### src/rtl/occupancy_pkg.sv
// Shared types for the multi-lane occupancy counter: lane FSM state
// encoding, state width, and the per-lane completion event record.
package occupancy_pkg;

  localparam int ST_W = 3;

  typedef enum logic [ST_W-1:0] {
    IDLE  = 3'd0,
    EN_A  = 3'd1,
    EN_AB = 3'd2,
    EN_B  = 3'd3,
    EX_B  = 3'd4,
    EX_AB = 3'd5,
    EX_A  = 3'd6
  } lane_state_t;

  typedef struct packed {
    logic entry;
    logic exit;
  } lane_event_t;

endpackage

### src/rtl/occupancy_lane_fsm.sv
// Per-lane beam sequence recogniser. Outer beam a, inner beam b.
// A->AB->B->clear is an entry; B->AB->A->clear is an exit. Partial
// passages that clear early are dropped. entry_now/exit_now flag the
// completing cycle combinationally so the shared counter can update on
// the same edge as the registered pulses.
module occupancy_lane_fsm
  import occupancy_pkg::*;
(
  input  logic            clk,
  input  logic            reset_n,
  input  logic            a,
  input  logic            b,
  output logic [ST_W-1:0] state,
  output logic            entry_now,
  output logic            exit_now,
  output logic            entry_pulse,
  output logic            exit_pulse
);

  lane_state_t state_q;

  assign entry_now = (state_q == EN_B) && !a && !b;
  assign exit_now  = (state_q == EX_A) && !a && !b;
  assign state     = state_q;

  // Sequence FSM plus one-cycle completion pulses.
  always_ff @(posedge clk or negedge reset_n) begin
    if (!reset_n) begin
      state_q     <= IDLE;
      entry_pulse <= 1'b0;
      exit_pulse  <= 1'b0;
    end else begin
      // NOTE: non-blocking assignments on all flops so every register
      // samples pre-edge values regardless of statement order.
      entry_pulse <= entry_now;
      exit_pulse  <= exit_now;
      case (state_q)
        IDLE: begin
          if (a && !b)      state_q <= EN_A;
          else if (!a && b) state_q <= EX_B;
        end
        EN_A: begin
          if (a && b)        state_q <= EN_AB;
          else if (!a && !b) state_q <= IDLE;
        end
        EN_AB: begin
          if (!a && b)       state_q <= EN_B;
          else if (a && !b)  state_q <= EN_A;
          else if (!a && !b) state_q <= IDLE;
        end
        EN_B: begin
          if (!a && !b)     state_q <= IDLE;
          else if (a && b)  state_q <= EN_AB;
        end
        EX_B: begin
          if (a && b)        state_q <= EX_AB;
          else if (!a && !b) state_q <= IDLE;
        end
        EX_AB: begin
          if (a && !b)       state_q <= EX_A;
          else if (!a && b)  state_q <= EX_B;
          else if (!a && !b) state_q <= IDLE;
        end
        EX_A: begin
          if (!a && !b)     state_q <= IDLE;
          else if (a && b)  state_q <= EX_AB;
        end
        default: state_q <= IDLE;
      endcase
    end
  end

endmodule

### src/rtl/occupancy_counter.sv
// Multi-lane occupancy counter. One sequence FSM per lane; completions
// from all lanes are netted and applied to a single count saturating at
// [0, CAPACITY], with sticky overflow/underflow flags and a synchronous
// clear. Define OCC_SYNC_EN to insert a 2-flop synchroniser on every
// sensor input (adds 2 cycles of sensor-to-output latency).
module occupancy_counter
  import occupancy_pkg::*;
#(
  parameter  int NUM_LANES = 2,
  parameter  int CAPACITY  = 15,
  localparam int CNT_W     = $clog2(CAPACITY + 1)
) (
  input  logic                      clk,
  input  logic                      reset_n,
  input  logic                      clr,
  input  logic [NUM_LANES-1:0]      sens_a,
  input  logic [NUM_LANES-1:0]      sens_b,
  output logic [CNT_W-1:0]          count,
  output logic                      full,
  output logic                      empty,
  output logic [NUM_LANES-1:0]      entry_pulse,
  output logic [NUM_LANES-1:0]      exit_pulse,
  output logic                      ovf_err,
  output logic                      unf_err,
  output logic [ST_W*NUM_LANES-1:0] debug_state
);

  // Delta is wide enough for +/-NUM_LANES; the sum adds headroom for
  // both the count range and a negative residual.
  localparam int DW = $clog2(NUM_LANES) + 2;
  localparam int SW = CNT_W + DW + 1;
  localparam logic signed [SW-1:0] CAP_S = SW'(CAPACITY);

  logic [NUM_LANES-1:0] a_in, b_in;
  logic [NUM_LANES-1:0] entry_now, exit_now;
  lane_event_t          lane_evt [NUM_LANES];

`ifdef OCC_SYNC_EN
  logic [NUM_LANES-1:0] a_s1, a_s2, b_s1, b_s2;

  // Two-stage synchronisers on the raw beam inputs.
  always_ff @(posedge clk or negedge reset_n) begin
    if (!reset_n) begin
      a_s1 <= '0;
      a_s2 <= '0;
      b_s1 <= '0;
      b_s2 <= '0;
    end else begin
      a_s1 <= sens_a;
      a_s2 <= a_s1;
      b_s1 <= sens_b;
      b_s2 <= b_s1;
    end
  end

  assign a_in = a_s2;
  assign b_in = b_s2;
`else
  assign a_in = sens_a;
  assign b_in = sens_b;
`endif

  for (genvar i = 0; i < NUM_LANES; i++) begin : g_lane
    occupancy_lane_fsm u_fsm (
      .clk         (clk),
      .reset_n     (reset_n),
      .a           (a_in[i]),
      .b           (b_in[i]),
      .state       (debug_state[ST_W*i +: ST_W]),
      .entry_now   (entry_now[i]),
      .exit_now    (exit_now[i]),
      .entry_pulse (entry_pulse[i]),
      .exit_pulse  (exit_pulse[i])
    );
    assign lane_evt[i] = {entry_now[i], exit_now[i]};
  end

  logic [CNT_W-1:0]        count_q, count_d;
  logic                    ovf_q, unf_q, ovf_hit, unf_hit;
  logic [DW-1:0]           n_ent, n_ex;
  logic signed [DW-1:0]    delta;
  logic signed [SW-1:0]    sum;

  // Net this cycle's completions, then clamp only the residual.
  always_comb begin
    // NOTE: every variable gets a default first so no path can infer a latch.
    n_ent   = '0;
    n_ex    = '0;
    ovf_hit = 1'b0;
    unf_hit = 1'b0;
    for (int i = 0; i < NUM_LANES; i++) begin
      n_ent = n_ent + DW'(lane_evt[i].entry);
      n_ex  = n_ex  + DW'(lane_evt[i].exit);
    end
    delta   = $signed(n_ent) - $signed(n_ex);
    sum     = $signed({{(SW-CNT_W){1'b0}}, count_q})
            + $signed({{(SW-DW){delta[DW-1]}}, delta});
    count_d = sum[CNT_W-1:0];
    if (sum < 0) begin
      count_d = '0;
      unf_hit = 1'b1;
    end else if (sum > CAP_S) begin
      count_d = CNT_W'(CAPACITY);
      ovf_hit = 1'b1;
    end
  end

  // Count and sticky error flags; clear wins over any same-cycle event.
  always_ff @(posedge clk or negedge reset_n) begin
    if (!reset_n) begin
      count_q <= '0;
      ovf_q   <= 1'b0;
      unf_q   <= 1'b0;
    end else if (clr) begin
      count_q <= '0;
      ovf_q   <= 1'b0;
      unf_q   <= 1'b0;
    end else begin
      count_q <= count_d;
      if (ovf_hit) ovf_q <= 1'b1;
      if (unf_hit) unf_q <= 1'b1;
    end
  end

  assign count   = count_q;
  assign full    = (count_q == CNT_W'(CAPACITY));
  assign empty   = (count_q == '0);
  assign ovf_err = ovf_q;
  assign unf_err = unf_q;

endmodule

### config.mk
export PLATFORM = sky130hd
export DESIGN_NAME = occupancy_counter
export DESIGN_NICKNAME = d
export VERILOG_FILES = /design/src/rtl/occupancy_pkg.sv /design/src/rtl/occupancy_lane_fsm.sv /design/src/rtl/occupancy_counter.sv
export SDC_FILE = /design/constraint.sdc
export NUM_CORES = 1
export LEC_CHECK = 0
export CORE_AREA = 5 5 82 84
export DETAILED_ROUTE_END_ITERATION = 6
export DIE_AREA = 0 0 87 89
export PLACE_DENSITY = 0.45
export SLEW_MARGIN = 20
export SYNTH_ARGS = -nofsm -noshare
export SYNTH_HDL_FRONTEND = slang
export SYNTH_HIERARCHICAL = 1
export SYNTH_SLANG_ARGS = --single-unit
### constraint.sdc
create_clock -name clk -period 4.5 [get_ports clk]
set_clock_uncertainty 0.15 [all_clocks]
set_input_delay 0.45 -clock clk [delete_from_list [all_inputs] [get_ports clk]]
set_output_delay 0.45 -clock clk [all_outputs]
set_load 0.01 [all_outputs]
==> impl_metrics.csv, run 1 <==
group,metric,value,unit
run_status,outcome,"finished clean",
finish,sequential_cell_area,400,um2
hold_path,min_path_type,"flop to flop",
pwr,vdd_drop_max,122,uV
worst_setup_path,worstPathMaxFanout,7,
yosys,synth_sequential_area_ratio,28.0,%
worst_setup_path,rr_startpoint,"g_lane[1].u_fsm/state[1]",
pwr,powerDensity,410,mW/mm2
sta,maxSlewHeadroom,50.7,%
pwr,leakage,0.000723,uW
yosys,mapped_cells,153,
die,die-area,0.00774,mm2
clock_network,cts_tree,"yes",
yosys,synth_edf_count,0,
yosys,synth_mux_area_share,3.67,%
yosys,synth_area_per_cell,9.36,um2
die,top_level_ports,25,
finish,nets,196,
sta,tns,0,ns
sta,setup_viol,0,
sta,slew_violations,0,
global_route,gr_usage_total,9.09,%
clock_network,post_cts_resize_count,0,
yosys,post_synth_xor_area_fraction,1.84,%
global_route,grt_first_pass_wirelength,5710,um
detailed_routing,drt-initial-drc-count,56,
detailed_routing,detail_route.drc_violations,0,
finish,final_cell_mix,"sky130_fd_sc_hd__clkdlybuf4s50_1 (24), sky130_fd_sc_hd__dfrtp_1 (16), sky130_fd_sc_hd__a21oi_1 (15), sky130_fd_sc_hd__ha_1 (15), sky130_fd_sc_hd__inv_1 (14)",
die,rows,28,
placement,dpl_hpwl,2510,um
die,placeableCoreArea,0.00585,mm2
yosys,synth-warning-count,6,
global_route,antenna_violations_before_repair,0,
worst_setup_path,worst_ep_required_time,4.51,ns
finish,final_layout_size_suffix_gt1_share,8.19,%
die,die_height,89,um
yosys,synth_top_family_by_area,"compound AO/OA/AOI/OAI gates",
detailed_routing,drt_wl_total,3290,um
flow_run,max_cap_viol_count,0,
yosys,yosys_register_bits,16,
sta,grt_setup_unrepaired,"false",
yosys,async_reset_ff_share,100,%
clock_network,htree_num_levels,1,
finish,layout-area-overhead-vs-synth,21.8,%
yosys,synth_flop_cell,"sky130_fd_sc_hd__dfrtp_1",
yosys,synth_compound_area_share,22.8,%
clock_network,cts_buffer_depth,2,
detailed_routing,avgRoutedWirePerCell,13.4,um
hold_path,hold_start,"unf_err",
finish,antenna_cells_inserted,0,
yosys,synthSimpleGateAreaFrac,18.0,%
yosys,synth_fa_ha_area_share,16.6,%
finish,filler_cell_count,608,
global_route,grt_remaining_overflow,0,
detailed_routing,via_count,1178,
clock_network,tritoncts_num_sinks,16,
clock_network,cts_setup_buffers,0,
sta,final_min_period_over_clock_period,84.6,%
clock_network,post_cts_hold_fix_bufs,0,
sta,finalHoldViolCount,0,
finish,footprint_of_the_multi_input_gates,901,um2
placement,globalplace.congestion,0.808,
global_route,first_global_vias,1188,
clock_network,cts.root.buffer_cell,"sky130_fd_sc_hd__clkbuf_8",
sta,min_period,3.81,ns
sta,worst-slew-pin-transition,0.738,ns
detailed_routing,avgViaCountPerCell,4.79,
worst_setup_path,critical_path.endpoint_type,"flop",
placement,numPortBuffers,24,
yosys,net_count_synth,177,
die,initial_core_util,24.5,%
clock_network,clk_pin_slew_worst_paths,0.06,ns
detailed_routing,antenna_left,0,
die,floorplan.die.width,87,um
clock_network,tritoncts.num_buffers,3,
sta,max_clock_freq,263,MHz
worst_setup_path,path_class,"input port to flop",
yosys,synthDistinctLibCells,54,
finish,mostFrequentLayoutCell,"sky130_fd_sc_hd__clkdlybuf4s50_1",
clock_network,clk-insertion-delay-late,0.25,ns
worst_setup_path,cp-startpoint,"sens_b[1]",
global_route,pin_count_of_the_biggest_net_entering_global_routing,18,
worst_setup_path,worst_ep_arrival_time,3.81,ns
worst_setup_path,startpoint_type,"input port",
sta,final_layout_worst_hold_slack,0.352,ns
detailed_routing,drtPass1Iterations,4,
yosys,syn-cell-area,0.00143,mm2
-- routing by layer --
metal	share of wire, %	track usage [%]
met5	0	0
met4	0.43	1.27
met3	4.9	2.49
met2	47	15.3
met1	47	11.9
-- critical path, cell delays in order --
cell and delay [ns]:
sky130_fd_sc_hd__clkdlybuf4s50_1 0.54, sky130_fd_sc_hd__nor4_1 0.44, sky130_fd_sc_hd__inv_1 0.12, sky130_fd_sc_hd__fa_1 0.48, sky130_fd_sc_hd__inv_1 0.07, sky130_fd_sc_hd__ha_1 0.13, sky130_fd_sc_hd__inv_1 0.05, sky130_fd_sc_hd__ha_1 0.31
sky130_fd_sc_hd__inv_1 0.05, sky130_fd_sc_hd__ha_1 0.28, sky130_fd_sc_hd__a21o_1 0.17, sky130_fd_sc_hd__o31ai_2 0.08, sky130_fd_sc_hd__a211o_1 0.37, sky130_fd_sc_hd__nor4_2 0.26
-- cells in the mapped netlist, types with 2 or more instances --
cell type / n / area share, %
sky130_fd_sc_hd__ha_1: 15 / 13
sky130_fd_sc_hd__nor3_1: 6 / 2.1
sky130_fd_sc_hd__o21bai_1: 2 / 1.0
sky130_fd_sc_hd__o31a_1: 2 / 1.2
sky130_fd_sc_hd__buf_2: 2 / 0.70
sky130_fd_sc_hd__fa_1: 2 / 2.8
sky130_fd_sc_hd__nor2_1: 11 / 2.9
sky130_fd_sc_hd__dfrtp_1: 16 / 28
sky130_fd_sc_hd__o311ai_1: 2 / 1.2
sky130_fd_sc_hd__o32ai_1: 2 / 1.2
sky130_fd_sc_hd__nand2_1: 5 / 1.3
sky130_fd_sc_hd__inv_1: 14 / 3.7
sky130_fd_sc_hd__buf_4: 5 / 2.6
sky130_fd_sc_hd__nor3b_1: 2 / 1.0
sky130_fd_sc_hd__o21ai_0: 2 / 0.70
sky130_fd_sc_hd__nand4b_1: 2 / 1.2
sky130_fd_sc_hd__nand3b_1: 2 / 1.0
sky130_fd_sc_hd__buf_6: 2 / 1.6
sky130_fd_sc_hd__nor2b_1: 2 / 0.87
sky130_fd_sc_hd__nor4_1: 4 / 1.7
sky130_fd_sc_hd__a211oi_1: 2 / 1.0
sky130_fd_sc_hd__a21oi_1: 15 / 5.2
sky130_fd_sc_hd__mux2i_1: 3 / 2.1
sky130_fd_sc_hd__xnor2_1: 2 / 1.2
sky130_fd_sc_hd__mux2_2: 2 / 1.6
-- registers in the layout, indices dropped and copies added, names as in the netlist --
name                      count
g_lane.u_fsm/state            6
count                         4
g_lane.u_fsm/entry_pulse      2
g_lane.u_fsm/exit_pulse       2
unf_err                       1
ovf_err                       1
-- path summary, 6_finish.rpt --
path,slack (ns),to,cells past startpoint
max,0.69,count[3],14
min,0.35,unf_err,2
max reg2reg,0.73,count[3],14
min reg2reg,0.35,unf_err,2
max in group asynchronous,3.25,g_lane[0].u_fsm/state[2],1
min in group asynchronous,0.49,g_lane[0].u_fsm/state[1],1
-- area by class of cell --
cell class	instances	share of cell area, %
Multi-Input combinational cell	113	51.7
Timing Repair Buffer	24	13.8
Clock buffer	4	3.16
Inverter	14	3.02
Sequential cell	16	23.0
Tap cell	75	5.38
-- kinds of logic (layout without fill, tap and decap cells) --
family	count (synthesis)	count (layout)
AND/OR/NAND/NOR	43	43
XOR/XNOR	3	3
multiplexers	5	5
AO/OA/AOI/OAI	44	44
flip-flops	16	16
adder cells (fa/ha/maj)	18	18
buffers and inverters	24	42
-- stage by stage --
| stage | cell area [um2] | power (uW) | utilization (%) | setup WS, ns | cells |
|---|---|---|---|---|---|
| detailed placement | 1690 | 592 | 28.8 | 0.409 | 242 |
| global route | 1740 | 774 | 29.8 | 0.432 | 246 |
| global placement | 1690 | 589 | 28.8 | 0.400 | 242 |
| floorplan | 1430 | 492 | - | 1.07 | 153 |
| finish | 1740 | 715 | 29.8 | 0.694 | 246 |
| CTS | 1740 | 724 | 29.8 | 0.662 | 246 |
-- power by group --
group          total, uW  switching [uW]  internal [uW]  leakage, uW
sequential           271            97.5            174     0.000215
clock                127            49.3           77.5    0.0000288
combinational        316             135            182     0.000479
total                715             281            433     0.000723
Power figures use the tool's default switching activity.
==> run 2, diff against run 1 <==
PLACE_DENSITY = 0.47   (was 0.45)
clock period = 3.4 ns   (was 4.5 ns; I/O delays follow)
==> impl_metrics.csv, run 2 (synthesized netlist as in run 1, its figures left out) <==
group,metric,value,unit
placement,place_worst_setup_slack,-0.312,ns
die,die_height,89,um
sta,final_critical_path_setup_slack,0.159,ns
clock_network,tritoncts.num_buffers,3,
detailed_routing,avgViaCountPerCell,4.67,
finish,design_area,0.00207,mm2
finish,layout-area-overhead-vs-synth,44.9,%
worst_setup_path,timing.reg2reg.setup_slack,0.16,ns
detailed_routing,antenna_left,0,
finish,post-route-util,35.5,%
placement,place_inst,266,
global_route,grt_first_pass_wirelength,5760,um
clock_network,cts_buffer_depth,2,
global_route,pin_count_of_the_biggest_net_entering_global_routing,17,
sta,worst-slew-pin-transition,0.722,ns
placement,dpl-instance-area,0.00187,mm2
die,top_level_ports,25,
clock_network,tritoncts_num_sinks,16,
global_route,antenna_violations_before_repair,0,
run_status,outcome,"finished clean",
placement,dpl_hpwl,2620,um
finish,filler_cell_count,601,
sta,setup_viol,0,
pwr,vdd_drop_max,206,uV
die,rows,28,
finish,number_of_flip_flops_in_the_largest_register,6,
finish,footprint_of_the_multi_input_gates,975,um2
die,initial_core_util,24.5,%
finish,sequential_cell_area,402,um2
pwr,power,1090,uW
hold_path,min_path_type,"input port to flop",
finish,layout_cells_excl_fill,279,
worst_setup_path,worst_ep_arrival_time,3.27,ns
sta,final_min_period_over_clock_period,95.3,%
clock_network,cts.root.buffer_cell,"sky130_fd_sc_hd__clkbuf_8",
flow_run,max_cap_viol_count,0,
worst_setup_path,worst_ep_required_time,3.43,ns
worst_setup_path,worstPathMaxFanout,3,
detailed_routing,drt-initial-drc-count,34,
worst_setup_path,timing.critical_path.cells,"nand3b_1, nor3_1, buf_4, fa_1, inv_1, ha_2, inv_2, ha_4, inv_2, ha_4, a21o_1, o31ai_4, a211o_1, buf_4, a21oi_2",
die,placeableCoreArea,0.00585,mm2
finish,mostFrequentLayoutCell,"sky130_fd_sc_hd__buf_4",
detailed_routing,drt_wl_total,3440,um
pwr,powerDensity,526,mW/mm2
global_route,grt_remaining_overflow,0,
clock_network,htree_num_levels,1,
sta,maxSlewHeadroom,51.7,%
detailed_routing,via_count,1304,
placement,numPortBuffers,24,
global_route,gr_usage_total,9.17,%
clock_network,clk_pin_slew_worst_paths,0.07,ns
finish,antenna_cells_inserted,0,
sta,slew_violations,0,
placement,globalplace.congestion,0.773,
detailed_routing,drtPass1Iterations,4,
sta,min_period,3.24,ns
finish,final_cell_mix,"sky130_fd_sc_hd__buf_4 (32), sky130_fd_sc_hd__clkdlybuf4s50_1 (22), sky130_fd_sc_hd__dfrtp_1 (15)",
worst_setup_path,path_class,"flop to flop",
finish,nets,229,
die,die-area,0.00774,mm2
worst_setup_path,critPathSlowestCell,"sky130_fd_sc_hd__fa_1",
worst_setup_path,critical_path.max_stage_delay,0.40,ns
worst_setup_path,startpoint_type,"flop",
finish,final_layout_size_suffix_gt1_share,29.9,%
detailed_routing,avgRoutedWirePerCell,12.3,um
sta,finalHoldViolCount,0,
pwr,leakage,0.000903,uW
detailed_routing,detail_route.drc_violations,0,
global_route,first_global_vias,1226,
clock_network,cts_tree,"yes",
sta,max_clock_freq,309,MHz
worst_setup_path,critical_path.endpoint_type,"flop",
die,floorplan.die.width,87,um
clock_network,clk-insertion-delay-late,0.26,ns
## run 2: power breakdown
part	internal (uW)	switching [uW]	total [uW]
clock network	103	69.5	172
logic	346	300	645
registers	233	41.9	275
total	681	411	1090
## run 2: path summary, 6_finish.rpt
path | start | end | depth (start not counted)
max | g_lane[0].u_fsm/state[0] | count[1] | 15
min | sens_b[1] | g_lane[1].u_fsm/entry_pulse | 3
max reg2reg | g_lane[0].u_fsm/state[0] | count[1] | 15
min reg2reg | ovf_err | ovf_err | 2
max in group asynchronous | reset_n | g_lane[1].u_fsm/state[0] | 1
min in group asynchronous | reset_n | g_lane[0].u_fsm/state[1] | 1
## run 2: worst max-delay path: cells and delay by family, from the launching register on
kind / cells / cell delay (ns)
AO/OA/AOI/OAI: 4 / 0.70
adder cells (fa/ha/maj): 4 / 1.07
flip-flops: 1 / 0.37
AND/OR/NAND/NOR: 2 / 0.41
buffers and inverters: 5 / 0.46
## run 2: final cells by class
| cell class | count | area share, % |
|---|---|---|
| Multi-Input combinational cell | 113 | 47.0 |
| Timing Repair Buffer | 57 | 23.9 |
| Sequential cell | 16 | 19.4 |
| Tap cell | 75 | 4.52 |
| Clock buffer | 4 | 2.65 |
| Inverter | 14 | 2.53 |
## run 2: routing by layer
metal | vias to the layer above | global-route usage [%] | part of all wire, %
met5 | - | 0 | 0
met4 | 0 | 1.84 | 0.70
met3 | 5 | 2.40 | 4.9
met2 | 23 | 15.5 | 46
met1 | 613 | 11.9 | 48
li1 | 663 | - | -
## run 2: timing repair
action                     CTS  global route
hold buffers                 0             0
setup buffers                0             9
pin swaps                    2             7
setup endpoints to repair    1             5
gates resized for setup      1            17
## run 2: stage by stage
step / hold slack [ns] / TNS, ns
2_1_floorplan: -0.106 / 0
5_1_grt: 0.372 / -0.00891
4_1_cts: 0.375 / 0
3_5_place_dp: 0.365 / -1.20
6_report: 0.348 / 0
3_3_place_gp: 0.348 / -1.16
